## src/rtl/mux_pkg.sv

```systemverilog
// Shared definitions for the mux/demux family: lane count, lane select type,
// and the occupancy-counter width helper.
package mux_pkg;

  localparam int NUM_LANES = 4;

  typedef logic [1:0] lane_sel_t;

  // A counter that must hold 0..depth inclusive needs one bit more than a pointer.
  function automatic int cnt_w(input int depth);
    return $clog2(depth) + 1;
  endfunction

endpackage

```

## src/rtl/demux1_4_buf_lane_fifo.sv

```systemverilog
// Single-lane FIFO for the 1:4 demux. Full/empty are taken from the occupancy
// count, so the power-of-2 pointers simply wrap.
module lane_fifo
  import mux_pkg::*;
#(
  parameter int WIDTH = 64,
  parameter int DEPTH = 2
) (
  input  logic                      clk,
  input  logic                      reset_n,
  input  logic                      push,
  input  logic [WIDTH-1:0]          push_data,
  input  logic                      pop,
  output logic [WIDTH-1:0]          head_data,
  output logic [cnt_w(DEPTH)-1:0]   count,
  output logic                      full,
  output logic                      empty
);

  localparam int PW = $clog2(DEPTH);
  localparam int CW = cnt_w(DEPTH);

  logic [WIDTH-1:0] mem_q [DEPTH];
  logic [PW-1:0]    wr_ptr_q;
  logic [PW-1:0]    rd_ptr_q;
  logic [CW-1:0]    cnt_q;
  logic [CW-1:0]    cnt_d;
  logic             do_push;
  logic             do_pop;

  assign full      = (cnt_q == CW'(DEPTH));
  assign empty     = (cnt_q == '0);
  assign do_push   = push && !full;
  assign do_pop    = pop && !empty;
  assign count     = cnt_q;
  assign head_data = mem_q[rd_ptr_q];

  always_comb begin
    cnt_d = cnt_q;
    case ({do_push, do_pop})
      2'b10:   cnt_d = cnt_q + CW'(1);
      2'b01:   cnt_d = cnt_q - CW'(1);
      default: cnt_d = cnt_q;
    endcase
  end

  // Storage is cleared on reset so the head reads 0 rather than stale data.
  always_ff @(posedge clk or negedge reset_n) begin
    if (!reset_n) begin
      wr_ptr_q <= '0;
      rd_ptr_q <= '0;
      cnt_q    <= '0;
      for (int i = 0; i < DEPTH; i++) mem_q[i] <= '0;
    end else begin
      if (do_push) begin
        mem_q[wr_ptr_q] <= push_data;
        wr_ptr_q        <= wr_ptr_q + PW'(1);
      end
      if (do_pop) rd_ptr_q <= rd_ptr_q + PW'(1);
      cnt_q <= cnt_d;
    end
  end

endmodule

```

## src/rtl/demux1_4_buf.sv

```systemverilog
// Registered, flow-controlled 1:4 demultiplexer: steers each accepted word into
// one of four independent lane FIFOs, each drained by its own valid/ready port.
module demux1_4_buf
  import mux_pkg::*;
#(
  parameter int WIDTH = 64,
  parameter int DEPTH = 2
) (
  input  logic                                  clk,
  input  logic                                  reset_n,
  input  logic                                  in_valid,
  output logic                                  in_ready,
  input  logic [1:0]                            in_sel,
  input  logic [WIDTH-1:0]                      in_data,
  output logic [NUM_LANES-1:0]                  out_valid,
  input  logic [NUM_LANES-1:0]                  out_ready,
  output logic [NUM_LANES-1:0][WIDTH-1:0]       out_data,
  output logic [NUM_LANES-1:0][cnt_w(DEPTH)-1:0] lane_count,
  output logic                                  busy
);

  logic [NUM_LANES-1:0] full_w;
  logic [NUM_LANES-1:0] empty_w;
  logic [NUM_LANES-1:0] push_w;
  logic                 accept;

  // Ready looks only at registered fullness, never at out_ready.
  assign in_ready  = !full_w[in_sel];
  assign accept    = in_valid && in_ready;
  assign out_valid = ~empty_w;
  assign busy      = |out_valid;

  for (genvar g = 0; g < NUM_LANES; g++) begin : g_lane
    assign push_w[g] = accept && (in_sel == lane_sel_t'(g));

    lane_fifo #(
      .WIDTH (WIDTH),
      .DEPTH (DEPTH)
    ) u_fifo (
      .clk       (clk),
      .reset_n   (reset_n),
      .push      (push_w[g]),
      .push_data (in_data),
      .pop       (out_ready[g]),
      .head_data (out_data[g]),
      .count     (lane_count[g]),
      .full      (full_w[g]),
      .empty     (empty_w[g])
    );
  end

endmodule

```

## config.mk

```make
export PLATFORM = sky130hd
export DESIGN_NAME = demux1_4_buf
export DESIGN_NICKNAME = d
export VERILOG_FILES = /design/src/rtl/mux_pkg.sv /design/src/rtl/demux1_4_buf_lane_fifo.sv /design/src/rtl/demux1_4_buf.sv
export SDC_FILE = /design/constraint.sdc
export NUM_CORES = 1
export LEC_CHECK = 0
export ABC_AREA = 0
export ABC_CLOCK_PERIOD_IN_PS = 2700
export BUFFER_PORTS_ARGS = -buffer_cell sky130_fd_sc_hd__buf_2
export CORE_ASPECT_RATIO = 0.6
export CORE_MARGIN = 3
export CORE_UTILIZATION = 50
export CTS_CLUSTER_DIAMETER = 100
export DETAILED_ROUTE_END_ITERATION = 16
export PLACE_DENSITY = 0.7
export SYNTH_ARGS = -nofsm -noshare
export SYNTH_HDL_FRONTEND = slang
export SYNTH_HIERARCHICAL = 1
export SYNTH_SLANG_ARGS = --single-unit
```

## constraint.sdc

```tcl
create_clock -name clk -period 2.7 [get_ports clk]
set_clock_uncertainty 0.1 [all_clocks]
set_input_delay 0 -clock clk [delete_from_list [all_inputs] [get_ports clk]]
set_output_delay 0 -clock clk [all_outputs]
set_load 0.02 [all_outputs]
```

==> flow_summary.json <==
{
  "synth_fp_nets": 1525,
  "max_clock_freq_ghz": 0.3851,
  "grt_util_all_layers": 0.2265,
  "p_int_mw": 25.21,
  "grt_max_degree": 83,
  "maxSlewHeadroom": 0.4973,
  "cts_root_buffer": "clkbuf_16",
  "dp.cells": 2383,
  "drv_slew": 0,
  "ant_nets": 0,
  "maxCapViolations": 0,
  "hpwlAfterDp_um": 37670,
  "seqPwrFrac": 0.353,
  "cp.arrival_ns": 2.94,
  "worstHoldPathType": "in2reg",
  "path_clk_slew_ns": 0.06,
  "peakVddDrop_mv": 0.7356,
  "worstPathMaxFanout": 36,
  "pin_count": 343,
  "setup_violations": 0,
  "syn_area_um2": 24260,
  "yosys_warnings": 6,
  "switching_share": 0.3650,
  "wl_per_cell_um": 22.90,
  "worstSetupPathType": "in2reg",
  "critPathLaunchType": "input port",
  "synth_seq_cells": 528,
  "start_util": 0.5152,
  "final_nets": 1956,
  "die_w_um": 290.4,
  "grt_pass1_vias": 15030,
  "ctsLongestPathBuffers": 3,
  "numPortBuffers": 342,
  "drc": 0,
  "tightest_slew_ns": 0.7540,
  "yosysSeqAreaShare": 0.5446,
  "yosysUniqueCellTypes": 24,
  "power_switching_mw": 14.49,
  "post_dp_cell_area_um2": 26500,
  "clock_latency_ns": 0.56,
  "die_height_um": 176.6,
  "via_count": 13560,
  "leakage_nw": 13.37,
  "layout_commonest_cell": "mux2_2",
  "status": "completed",
  "fin_cells": 2543,
  "cp-end-kind": "flip-flop",
  "fin_crit_ns": 2.596,
  "overflow": 0,
  "core_area_um2": 47090,
  "cts_tree": "yes",
  "clock-sinks": 528,
  "drt_iter0_markers": 608,
  "pwr-share-comb": 0.468,
  "rsz0062_at_grt": "no",
  "n_antenna_cell": 0,
  "finalSetupTns_ns": 0,
  "num_rows": 61,
  "cts_setup_buffers": 0,
  "fin_crit_sh": 0.9617,
  "drt_first_pass_iters": 4,
  "syn2layout_area_growth_pct": 19.10,
  "antenna_found_initial": 0,
  "powerDensity_nw_per_um2": 1374,
  "fin_area_um2": 28900,
  "finalHoldViolations": 0,
  "clockPowerShare": 0.179,
  "gp_congestion": 0.7511,
  "die-area_um2": 51290,
  "worstPathRequired_ns": 3.04,
  "syn_inst": 1448,
  "wl_um": 58240,
  "grt_pass1_wl_um": 91070,
  "drive_gt1_frac": 0.6571,
  "vias_per_cell": 5.331,
  "h-tree-depth": 2,
  "synth_area_per_cell_um2": 16.76,
  "cts_buffers": 49,
  "final_cell_mix": "mux2_2 (528), dfrtp_1 (524), buf_2 (341), mux2_4 (240), dlygate4sd3_1 (75)"
}
==> sequential cells by signal, summed over array words and instances (netlist names) <==
name                    count
g_lane.u_fifo/mem_q       512
g_lane.u_fifo/wr_ptr_q      4
g_lane.u_fifo/rd_ptr_q      4
g_lane.u_fifo/count         8
==> Yosys cell counts <==
| cell type | number | area, µm² |
|---|---|---|
| nor3b_2 | 4 | 50.05 |
| inv_2 | 4 | 15.01 |
| clkbuf_1 | 8 | 30.03 |
| inv_1 | 5 | 18.77 |
| and3_2 | 4 | 30.03 |
| nand2_1 | 5 | 18.77 |
| nor2_1 | 8 | 30.03 |
| nor4b_1 | 1 | 8.760 |
| buf_12 | 24 | 480.5 |
| nand2b_4 | 4 | 55.05 |
| nor2b_1 | 4 | 25.02 |
| mux4_2 | 1 | 22.52 |
| ha_1 | 4 | 50.05 |
| xor2_1 | 8 | 70.07 |
| nor3b_1 | 1 | 7.510 |
| buf_6 | 32 | 360.4 |
| xnor2_1 | 12 | 105.1 |
| dfrtp_1 | 528 | 13210 |
| nor3_1 | 1 | 5.000 |
| nand4_1 | 1 | 6.260 |
| mux2_4 | 240 | 3603 |
| buf_2 | 20 | 100.1 |
| and4bb_2 | 1 | 12.51 |
| mux2_2 | 528 | 5946 |
==> layer usage <==
metal	share of wire	vias up	global-route usage
met5	0	-	0
li1	-	6038	-
met4	0.020	0	0.04803
met2	0.49	271	0.3850
met3	0.045	72	0.03863
met1	0.45	7177	0.3085
==> cells by family (layout without fill, tap and decap cells) <==
logic type | after synthesis | after routing | synth area share
and+or+nand+nor | 34 | 34 | 0.01026
DFF | 528 | 528 | 0.5446
adders and majority gates | 4 | 4 | 0.002063
xor gates and xnor gates | 20 | 20 | 0.007220
muxes | 769 | 769 | 0.3945
buffers and inverters | 93 | 558 | 0.04141
==> power groups by stage <==
stage,logic (mW),registers (mW),clock network [mW]
2_1_floorplan,13.5,13.3,0
5_1_grt,19.6,14.6,7.63
3_3_place_gp,18.4,13.8,0
6_report,18.6,14.0,7.10
4_1_cts,18.8,14.0,7.29
3_5_place_dp,18.6,14.1,0
==> metrics by stage <==
| stage | util | total power, mW | hold slack, ns | setup WS, ns |
|---|---|---|---|---|
| after CTS | 0.6135 | 40.12 | 0.1764 | 0.1297 |
| after global placement | 0.5627 | 32.20 | -0.05008 | 0.2681 |
| after floorplan | - | 26.80 | -0.3956 | 0.4948 |
| final | 0.6136 | 39.70 | 0.2312 | 0.1035 |
| after global routing | 0.6136 | 41.77 | 0.2216 | 0.03046 |
| after detailed placement | 0.5627 | 32.73 | -0.04450 | 0.1613 |
==> worst max-delay path, cell delays in order <==
cell           delay, ns
dlygate4sd3_1       0.54
buf_2               0.16
nand2_1             0.07
dlygate4sd3_1       0.57
nor3b_1             0.45
nor3b_4             0.38
buf_12              0.36
mux2_2              0.38
==> cell type report <==
type / count / area (µm²)
Clock buffer: 73 / 1499
Timing Repair Buffer: 464 / 3113
Inverter: 9 / 33.78
Tap cell: 630 / 788.3
Fill cell: 3465 / 18200
Sequential cell: 528 / 13230
Clock inverter: 12 / 142.6
Multi-Input combinational cell: 827 / 10090
==> repair_timing <==
| item | CTS | global route |
|---|---|---|
| resized for setup | 0 | 1 |
| setup endpoints to repair | 0 | 6 |
| hold buffers | 75 | 0 |
| hold endpoints to repair | 982 | 0 |
==> path summary, 6_finish.rpt <==
check / start / to / slack (ns) / depth (start not counted)
setup / recovery: in_sel[0] / g_lane[3].u_fifo/mem_q[93]$_DFFE_PN0P_ / 0.10 / 8
setup reg to reg: g_lane[1].u_fifo/count[0]$_DFFE_PN0P_ / g_lane[1].u_fifo/count[1]$_DFFE_PN0P_ / 0.19 / 8
min in group asynchronous: reset_n / g_lane[1].u_fifo/mem_q[57]$_DFFE_PN0P_ / 0.42 / 3
hold reg to reg: g_lane[0].u_fifo/mem_q[58]$_DFFE_PN0P_ / g_lane[0].u_fifo/mem_q[58]$_DFFE_PN0P_ / 0.40 / 1
max in group asynchronous: reset_n / g_lane[0].u_fifo/mem_q[63]$_DFFE_PN0P_ / 0.99 / 5
hold / removal: in_data[34] / g_lane[0].u_fifo/mem_q[98]$_DFFE_PN0P_ / 0.23 / 3
No activity file was read; power rests on OpenSTA's default activity.
